--- config.mk ---
export PLATFORM = sky130hd
export DESIGN_NAME = seq_bin2bcd_flat
export DESIGN_NICKNAME = d
export VERILOG_FILES = /design/src/rtl/seq_bin2bcd_if.sv /design/src/rtl/seq_bin2bcd.sv /design/src/flat_wrapper.sv
export SDC_FILE = /design/constraint.sdc
export NUM_CORES = 1
export LEC_CHECK = 0
export BUFFER_PORTS_ARGS = -buffer_cell sky130_fd_sc_hd__buf_2
export CORE_MARGIN = 4
export CORE_UTILIZATION = 25
export DETAILED_ROUTE_END_ITERATION = 6
export GPL_TIMING_DRIVEN = 0
export PLACE_DENSITY = 0.4
export SETUP_SLACK_MARGIN = 0.1
export SLEW_MARGIN = 25
export SYNTH_ARGS = -nofsm -noshare
export SYNTH_HDL_FRONTEND = slang
export SYNTH_SLANG_ARGS = --single-unit
--- constraint.sdc ---
create_clock -name clk -period 1.75 [get_ports clk]
set_input_delay 0 -clock clk [delete_from_list [all_inputs] [get_ports clk]]
set_output_delay 0 -clock clk [all_outputs]
set_load 0.03 [all_outputs]
--- src/rtl/seq_bin2bcd_if.sv ---
// ============================================================================
//  seq_bin2bcd_if : start/operand/result bundle between the multiplier and
//                   the sequential binary-to-BCD converter.
//  Rev 1.0
// ============================================================================
`timescale 1ns/1ps
`default_nettype none

interface seq_bin2bcd_if #(
  parameter int WIDTH  = 16,
  parameter int DIGITS = 5
);
  logic                  start;
  logic [WIDTH-1:0]      bin;
  logic                  busy;
  logic                  done;
  logic [4*DIGITS-1:0]   bcd;

  modport master (output start, bin, input busy, done, bcd);
  modport slave  (input start, bin, output busy, done, bcd);
endinterface

`default_nettype wire

--- src/rtl/seq_bin2bcd.sv ---
// ============================================================================
//  seq_bin2bcd : double-dabble binary-to-BCD converter, one bit per clock,
//                WIDTH clocks from accepted start to the done pulse.
//  Rev 1.0
// ============================================================================
`timescale 1ns/1ps
`default_nettype none

module seq_bin2bcd #(
  parameter int WIDTH  = 16,
  parameter int DIGITS = 5
) (
  input  logic          clk,
  input  logic          rst_n,
  seq_bin2bcd_if.slave  bus
);

  localparam int              c_cnt_w    = $clog2(WIDTH + 1);
  localparam int              c_bcd_w    = 4 * DIGITS;
  localparam logic [c_cnt_w-1:0] c_cnt_init = c_cnt_w'(WIDTH);
  localparam logic [c_cnt_w-1:0] c_cnt_one  = c_cnt_w'(1);

  typedef enum logic [0:0] {
    S_IDLE  = 1'b0,
    S_SHIFT = 1'b1
  } state_t;

  state_t               r_state;
  logic [WIDTH-1:0]     r_bin_sh;
  logic [c_bcd_w-1:0]   r_scratch;
  logic [c_cnt_w-1:0]   r_cnt;
  logic                 r_busy;
  logic                 r_done;
  logic [c_bcd_w-1:0]   r_bcd;

  logic [c_bcd_w-1:0]   w_adj;
  logic [c_bcd_w-1:0]   w_scr_nxt;
  logic [WIDTH-1:0]     w_bin_nxt;

  // Each digit is corrected independently; no carry crosses digit boundaries.
  for (genvar d = 0; d < DIGITS; d++) begin : g_adj
    assign w_adj[4*d +: 4] = (r_scratch[4*d +: 4] >= 4'd5) ? r_scratch[4*d +: 4] + 4'd3
                                                           : r_scratch[4*d +: 4];
  end

  assign w_scr_nxt = {w_adj[c_bcd_w-2:0], r_bin_sh[WIDTH-1]};
  assign w_bin_nxt = {r_bin_sh[WIDTH-2:0], 1'b0};

  always_ff @(posedge clk or negedge rst_n) begin
    if (!rst_n) begin
      r_state   <= S_IDLE;
      r_bin_sh  <= '0;
      r_scratch <= '0;
      r_cnt     <= '0;
      r_busy    <= 1'b0;
      r_done    <= 1'b0;
      r_bcd     <= '0;
    end else begin
      case (r_state)
        S_IDLE: begin
          r_done <= 1'b0;
          if (bus.start) begin
            r_bin_sh  <= bus.bin;
            r_scratch <= '0;
            r_cnt     <= c_cnt_init;
            r_busy    <= 1'b1;
            r_state   <= S_SHIFT;
          end
        end
        S_SHIFT: begin
          r_scratch <= w_scr_nxt;
          r_bin_sh  <= w_bin_nxt;
          r_cnt     <= r_cnt - c_cnt_one;
          // Last bit shifted in: publish the finished digits in the same edge.
          if (r_cnt == c_cnt_one) begin
            r_bcd   <= w_scr_nxt;
            r_done  <= 1'b1;
            r_busy  <= 1'b0;
            r_state <= S_IDLE;
          end
        end
        default: r_state <= S_IDLE;
      endcase
    end
  end

  assign bus.busy = r_busy;
  assign bus.done = r_done;
  assign bus.bcd  = r_bcd;

endmodule

`default_nettype wire
--- src/flat_wrapper.sv ---
// flat-port wrapper written by rule: the top's interface ports become plain ports
module seq_bin2bcd_flat 
#(
  parameter int WIDTH  = 16,
  parameter int DIGITS = 5
)
  (clk, rst_n, bus_start, bus_bin, bus_busy, bus_done, bus_bcd);
  seq_bin2bcd_if #(.WIDTH(WIDTH), .DIGITS(DIGITS)) bus_i ();
  input  logic clk;
  input  logic rst_n;
  input wire logic [$bits(bus_i.start)-1:0] bus_start;
  input wire logic [$bits(bus_i.bin)-1:0] bus_bin;
  output wire logic [$bits(bus_i.busy)-1:0] bus_busy;
  output wire logic [$bits(bus_i.done)-1:0] bus_done;
  output wire logic [$bits(bus_i.bcd)-1:0] bus_bcd;
  assign bus_i.start = bus_start;
  assign bus_i.bin = bus_bin;
  assign bus_busy = bus_i.busy;
  assign bus_done = bus_i.done;
  assign bus_bcd = bus_i.bcd;
  seq_bin2bcd #(.WIDTH(WIDTH), .DIGITS(DIGITS)) u_core (.clk(clk), .rst_n(rst_n), .bus(bus_i));
endmodule
# After elaboration in Yosys (flattened, before gate mapping)
# Index checks and enable logic that the tools add are counted.
# op_classes
eq_ne,3
addsub,6
n_lt_le_gt_ge,5
n_mux,19
reduce_logical,2
bitwise_logic,1
# ops
op,n
one-hot mux 20 bit (2 select lines),1
one-hot mux 16 bit (2 select lines),1
greater-or-equal comparator 4 x 3 -> 1 bit (second input constant),5
two-way mux 20 bit,1
adder 4 x 2 -> 4 bit (second input constant),4
two-way mux 16 bit,1
two-way mux 4 bit,4
one-hot mux 5 bit (2 select lines),1
one-hot mux 1 bit (2 select lines),3
equality test 5 x 1 -> 1 bit (second input constant),1
two-way mux 1 bit,5
two-way mux 5 bit,1
subtractor 5 x 1 -> 5 bit (second input constant),1
!= test 2 bit (second input constant),2
AND reduction 2 bit,2
adder 3 x 2 -> 3 bit (second input constant),1
two-way mux 3 bit,1
NOT 1 bit,1
# totals
out_inout_bits,22
reg_bits,64
in_bits,19
word_cells,43

# Longest topological paths before layout
# Gate-level depths: netlist of run 1.
# depth
depth_word,3
depth_mapped,7

# Worst setup path before layout of run 1
# OpenSTA, ideal clock, no wires.
# synth_timing
kind,register to register
start,reg u_core.r_cnt[1]
end,reg u_core.r_bcd[18] (netlist: u_core.bus.bcd[18])
arrival_time_ns,1.407
required_ns,1.625
path_stages_with_launch,7
slack_ns,0.218
period_less_slack_ns,1.532
path_cell_list,dfrtp_1 > inv_1 > ha_1 > nand2b_1 > nor4_4 > buf_6 > mux2_2
# synth_between
elab_chain_len,2
# synth_lines
item,line_no,rtl
from (decl),seq_bin2bcd.sv:31,logic [c_cnt_w-1:0] r_cnt;
from (signal assigned),seq_bin2bcd.sv:65,r_cnt <= c_cnt_init;
from (signal assigned),seq_bin2bcd.sv:73,r_cnt <= r_cnt - c_cnt_one;
equality test 5 x 1 -> 1 bit,seq_bin2bcd.sv:75,if (r_cnt == c_cnt_one) begin
AND reduction 2 bit (no source line),-,
to (signal assigned),seq_bin2bcd.sv:76,r_bcd <= w_scr_nxt;
to (decl),seq_bin2bcd.sv:34,logic [c_bcd_w-1:0] r_bcd;
# Every way passes these cells.
# A chain may end at the register's enable or synchronous reset.

# Final worst setup path of run 1
# layout_timing
start,reg u_core.r_cnt[1]
end,reg u_core.r_bcd[10] (netlist: u_core.bus.bcd[10])
# Same word-level chain as after synthesis.

==> results of run 1 <==
final timing paths:
check                                   startpoint                   to  slack, ns  cells past startpoint
worst max-delay path               u_core.r_cnt[1]   u_core.bus.bcd[10]       0.20                      7
worst min-delay path                    bus_bin[7]   u_core.r_bin_sh[7]       0.01                      3
worst max register to register     u_core.r_cnt[1]   u_core.bus.bcd[10]       0.20                      7
worst min register to register  u_core.bus.bcd[10]   u_core.bus.bcd[10]       0.48                      1
max in group asynchronous                    rst_n  u_core.r_bin_sh[15]       1.02                      3
min in group asynchronous                    rst_n   u_core.bus.bcd[13]       0.18                      2
what timing repair did:
| item | in CTS | in global routing |
|---|---|---|
| setup endpoints to repair | 19 | 25 |
| buffers inserted | 5 | 2 |
| pin swaps | 1 | 2 |
| hold endpoints to repair | 51 | 0 |
| gates resized for setup | 4 | 10 |
| cloned | 1 | 0 |
| hold buffers | 16 | 0 |
per-stage QoR:
stage	setup TNS [ns]	hold WS (ns)	std cells	cell area, um2	util
after CTS	0	0.00908	520	4040	0.336
after detailed placement	-1.27	0.0179	482	3470	0.289
after global routing	0	0.0467	522	4080	0.340
after floorplan	0	-0.296	295	3060	-
after global placement	-1.66	0.249	481	3440	0.287
final	0	0.0116	522	4080	0.340
power groups by stage:
stage / sequential [W] / combinational [W] / clock (W)
finish: 0.00263 / 0.00345 / 0.00213
floorplan: 0.00306 / 0.00195 / 0
detailed placement: 0.00264 / 0.00329 / 0
CTS: 0.00263 / 0.00339 / 0.00219
global route: 0.00273 / 0.00386 / 0.00226
global placement: 0.00264 / 0.00322 / 0
flip-flops by register name, summed over array words and instances (netlist names):
register / count
u_core.r_bin_sh: 16
u_core.r_scratch: 20
u_core.bus.busy: 1
u_core.bus.done: 1
u_core.bus.bcd: 20
u_core.r_cnt: 5
u_core.r_state: 1
cells by family (layout without fill, tap and decap cells):
group                      after synthesis  in the layout  share of synthesized area
and+or+nand+nor                         79             79                      0.125
xor gates and xnor gates                 6              6                     0.0171
adders and majority gates               12             12                     0.0490
muxes                                   32             32                      0.109
buffers and inverters                   32            112                     0.0461
AOI/OAI and AO/OA                       70             70                      0.131
DFF                                     64             64                      0.523
cell type report:
type	count	area [um2]	area share
clock buffer	10	239	0.0585
tap	147	184	0.0450
buffer	16	88.8	0.0218
timing repair buffer	64	442	0.108
multi-input combinational	199	1350	0.331
clock inverter	6	115	0.0282
inverter	16	60.1	0.0147
sequential	64	1600	0.392
worst max-delay path, stage by stage, from the launching register on:
cell and delay, ns:
dfrtp_1 0.39, inv_2 0.06, ha_1 0.13, nand2b_1 0.09, nor4_4 0.13, buf_4 0.18
buf_8 0.14, mux2_1 0.32
synth_stat cells, drive strengths merged:
library cell,number,area share
o22ai,10,0.020
nand2b,6,0.012
nand2,34,0.042
mux2i,21,0.069
xnor2,6,0.017
nand3b,1,0.0025
clkbuf,9,0.011
a21oi,22,0.036
nor3,7,0.011
nor4,1,0.0069
o21ai,22,0.036
nor3b,11,0.027
inv,16,0.020
nand3,1,0.0016
o22a,1,0.0029
dfrtp,64,0.52
buf,7,0.016
o31ai,1,0.0025
a31oi,3,0.0061
nor2,18,0.022
ha,12,0.049
a21o,11,0.027
mux2,11,0.040
metal layers:
| layer | vias up | wire length, um |
|---|---|---|
| met4 | 0 | 57 |
| met2 | 54 | 3490 |
| met5 | - | 0 |
| met1 | 1166 | 3840 |
| met3 | 4 | 348 |
| li1 | 1169 | - |
==> summary.md, run 1 <==
| Metric | Value |
|---|---|
| Outcome | finished, final reports clean |
| CP Capture Type | flip-flop |
| Switching pwr | 0.00316 W |
| Final setup skew | 0.00715 ns |
| # rows | 40 |
| Combinational share of power | 0.420 |
| Diode count | 0 |
| IO Pins | 41 |
| Starting Density | 0.255 |
| ANT nets after route | 0 |
| DR vias | 2393 |
| Required time worst endpoint | 1.95 ns |
| Tot Pwr | 0.00822 W |
| Reg power frac | 0.320 |
| Met1 Use GR | 0.162 |
| Clock sinks | 64 |
| Final Setup Violations | 0 |
| Die area | 14100 um2 |
| Most frequent cells in the layout | 64 x dfrtp_1, 40 x buf_2, 34 x nand2_1, 22 x o21ai_0, 21 x mux2i_1 |
| Core area | 12000 um2 |
| Grt met3 use | 0.0316 |
| CP Class | reg -> reg |
| Fin. max-slew vios | 0 |
| Dpl hpwl | 5100 um |
| Commonest non-fill, non-tap cell in the layout | dfrtp_1 |
| Post-synthesis cell count | 295 |
| Worst slack, placed | -0.0957 ns |
| Port Buffer Count | 39 |
| Clock network fraction of design power | 0.260 |
| Mapped cell area | 3060 um2 |
| Initial antenna violation count | 0 |
| Layout cells sized above 1 | 0.235 |
| Sequential-to-total area share from yosys stat | 0.523 |
| Distinct cell type count after synthesis | 28 |
| Vias per std cell | 4.58 |
| H-tree levels | 3 |
| Maximum VDD drop | 582 uV |
| Gr usage total | 0.117 |
| Die Ht | 119 um |
| Slew headroom | 0.542 |
| First-pass GRT wire length | 13000 um |
| Pre-antenna DRT Iters | 4 |
| Syn_nets | 326 |
| Filler Cells Inserted | 1244 |
| Routed WL | 7730 um |
| Area grow syn2layout | 33.3% |
| Data arrival, critical path | 1.75 ns |
| Cell Pwr Density | 2010 nW/um2 |
| Initial drt markers | 110 |
| Avg Cell Area, Syn | 10.4 um2 |
| Clock slew at reported path FFs | 0.06 ns |
| Drt wl/cell | 14.8 um |
| Sw Share | 0.385 |
| Nets | 401 |
| GR met2 Demand/Resource | 0.175 |
| Maxcap violations | 0 |
| Synth Warn # | 0 |
| Type of origin of the critical path | flip-flop |
| Fmax | 645 MHz |
| Unrepaired setup endpoints after global routing | false |
| Maximum clock path buffer count | 2 |
| Final hold vios | 0 |
| Tcrit/Tclk final | 0.886 |
| Slew at the pin closest to its max-slew limit | 0.685 ns |
| Final worst slack | 0.200 ns |
| Vias in the first global route | 2451 |
| Class of the worst hold path | in -> reg |
| GRT busiest layer | met2 |
| P_leak | 1.92 nW |
| Largest net degree at the start of global routing | 38 |
| Internal power | 0.00506 W |
| TritonCTS clock tree | done |
| DRC | 0 |
| Die width | 119 um |
| Post-synthesis register bit count | 64 |
| Clock Tree Root | clkbuf_16 |
| RePlAce Congestion | 0.714 |
| Largest fanout on the critical path | 5 |
| Total CTS buffers | 9 |
| Minimum clock period | 1.55 ns |
| Total grt overflow | 0 |
| Worst skew pair latency | 0.33 ns |
Power figures use the tool's default switching activity.
==> run 2: changes to the inputs <==
--- a/config.mk
+++ b/config.mk
@@ -7,10 +7,10 @@
 export LEC_CHECK = 0
 export BUFFER_PORTS_ARGS = -buffer_cell sky130_fd_sc_hd__buf_2
 export CORE_MARGIN = 4
-export CORE_UTILIZATION = 25
+export CORE_UTILIZATION = 45
 export DETAILED_ROUTE_END_ITERATION = 6
 export GPL_TIMING_DRIVEN = 0
-export PLACE_DENSITY = 0.4
+export PLACE_DENSITY = 0.64
 export SETUP_SLACK_MARGIN = 0.1
 export SLEW_MARGIN = 25
 export SYNTH_ARGS = -nofsm -noshare
==> run 2 against run 1 <==
Effect of this change: the run now ends with hold timing left; critical endpoint is now u_core.bus.bcd[2]; utilization is 26 points higher; cell area fell by 4.3%; critical path type unchanged; flip-flop and latch count stayed put; highest routed layer unchanged; critical path depth stayed put; clock skew up 0.0017 ns; clock power is 34% lower; sequential share of layout area grew 1.8 points; maximum frequency fell by 4.1%; total power shrank 7.5%.
==> summary.md, run 2 (synthesis gave the netlist of run 1 again) <==
| Metric | Value |
|---|---|
| Outcome | complete, but fails checks |
| Failing checks | hold timing |
| HP Start | bus_bin[8] |
| Starting Density | 0.472 |
| Die Ht | 90.5 um |
| Routed WL | 7030 um |
| Nets | 402 |
| H-tree levels | 3 |
| Initial antenna violation count | 0 |
| Total CTS buffers | 9 |
| Core area | 6490 um2 |
| Flop-to-flop setup slack | 0.13 ns |
| Fmax | 619 MHz |
| Class of the worst hold path | in -> reg |
| Total grt overflow | 0 |
| Drt wl/cell | 15.5 um |
| Vias per std cell | 5.28 |
| Reg2Reg Depth | 7 |
| Type of origin of the critical path | flip-flop |
| # rows | 29 |
| Clock sinks | 64 |
| Worst r2r src | u_core.r_cnt[1] |
| Clock Tree Root | clkbuf_8 |
| Diode count | 0 |
| Vias in the first global route | 2374 |
| Filler Cells Inserted | 551 |
| Largest net degree at the start of global routing | 37 |
| P_leak | 1.87 nW |
| Dpl hpwl | 4450 um |
| DRC | 0 |
| Pre-antenna DRT Iters | 4 |
| Initial drt markers | 187 |
| CP Class | reg -> reg |
| Die width | 90.5 um |
| Tot Pwr | 0.00760 W |
| Fin. max-slew vios | 0 |
| Required time worst endpoint | 1.97 ns |
| Maxcap violations | 0 |
| Data arrival, critical path | 1.83 ns |
| Minimum clock period | 1.62 ns |
| Final Setup Violations | 0 |
| Slew headroom | 0.582 |
| CP Capture Type | flip-flop |
| Hold Path Depth | 3 |
| Final hold vios | 1 |
| TritonCTS clock tree | done |
| First-pass GRT wire length | 12000 um |
| RePlAce Congestion | 0.768 |
| Reg2Reg Capture Point | u_core.bus.bcd[2] |
| Area grow syn2layout | 27.6% |
| WHS Endpoint | u_core.r_bin_sh[8] |
| Maximum clock path buffer count | 2 |
| Fin Hold WS | -0.00156 ns |
| Maximum VDD drop | 898 uV |
| Layout cells sized above 1 | 0.239 |
| Cell Pwr Density | 1940 nW/um2 |
| DP Cell Count | 412 |
| Slew at the pin closest to its max-slew limit | 0.625 ns |
| Largest fanout on the critical path | 5 |
| Die area | 8190 um2 |
| IO Pins | 41 |
| Port Buffer Count | 39 |
| Multi-input logic area | 1390 um2 |
| Unrepaired setup endpoints after global routing | true |
| Gr usage total | 0.183 |
| Commonest non-fill, non-tap cell in the layout | dfrtp_1 |
| Final setup skew | 0.00882 ns |
| Clock slew at reported path FFs | 0.07 ns |
| ANT nets after route | 0 |
| Most frequent cells in the layout | 63 x dfrtp_1, 41 x buf_2, 34 x nand2_1, 22 x o21ai_0, 21 x mux2i_1 |
| DR vias | 2391 |
| Tcrit/Tclk final | 0.924 |
| Worst skew pair latency | 0.33 ns |
| Non-filler cells, final | 453 |
| Register area | 1600 um2 |
[run 2: worst max path at each step]
stage | startpoint | endpoint | slack [ns] | cells after the start
floorplan | u_core.r_cnt[1] | u_core.bus.bcd[18] | 0.22 | 6
global placement | u_core.r_cnt[1] | u_core.bus.bcd[9] | -0.04 | 6
detailed placement | u_core.r_cnt[1] | u_core.bus.bcd[2] | -0.04 | 6
CTS | u_core.r_cnt[1] | u_core.bus.bcd[2] | 0.09 | 7
global route | u_core.r_cnt[1] | u_core.bus.bcd[1] | 0.08 | 7
finish | u_core.r_cnt[1] | u_core.bus.bcd[2] | 0.13 | 7
[run 2: cell type report]
type,count,area share
tap,77,0.0246
clock inverter,5,0.0205
buffer,16,0.0237
timing repair buffer,65,0.114
clock buffer,11,0.0362
sequential,64,0.410
multi-input combinational,199,0.356
inverter,16,0.0154
[run 2: metrics by stage]
| stage | setup WS (ns) | hold WS [ns] | cell area [um2] | TNS [ns] | util |
|---|---|---|---|---|---|
| 4_1_cts | 0.0875 | 0.00125 | 3860 | 0 | 0.595 |
| 3_5_place_dp | -0.0391 | -0.0472 | 3380 | -0.282 | 0.520 |
| 3_3_place_gp | -0.0369 | 0.256 | 3360 | -0.240 | 0.517 |
| 6_report | 0.134 | -0.00156 | 3910 | 0 | 0.602 |
| 2_1_floorplan | 0.218 | -0.296 | 3060 | 0 | - |
| 5_1_grt | 0.0810 | 0.0363 | 3910 | 0 | 0.602 |
[run 2: critical path, cell delays in order, from the launching register on]
cell	delay, ns
dfrtp_1	0.40
inv_2	0.09
ha_4	0.14
nand2b_4	0.06
nor4_4	0.18
buf_4	0.20
buf_8	0.14
mux2_4	0.30
[run 2: what timing repair did]
action	CTS	global route
hold buffers	16	0
resized for setup	13	8
endpoints found under the setup margin	18	23
cloned	1	0
buffers inserted	6	2
pin swaps	1	1
endpoints found under the hold margin	79	0
[run 2: metal layers]
| metal | track usage | part of all wire | vias up |
|---|---|---|---|
| li1 | - | - | 1170 |
| met1 | 0.249 | 0.46 | 1170 |
| met2 | 0.296 | 0.49 | 45 |
| met3 | 0.0358 | 0.039 | 6 |
| met4 | 0.0536 | 0.0097 | 0 |
| met5 | 0 | 0 | - |
[run 2: where the power goes]
part,switching (W),internal [W],total (W)
logic,0.00199,0.00154,0.00353
clock network,0.000564,0.000839,0.00140
registers,0.000509,0.00216,0.00266
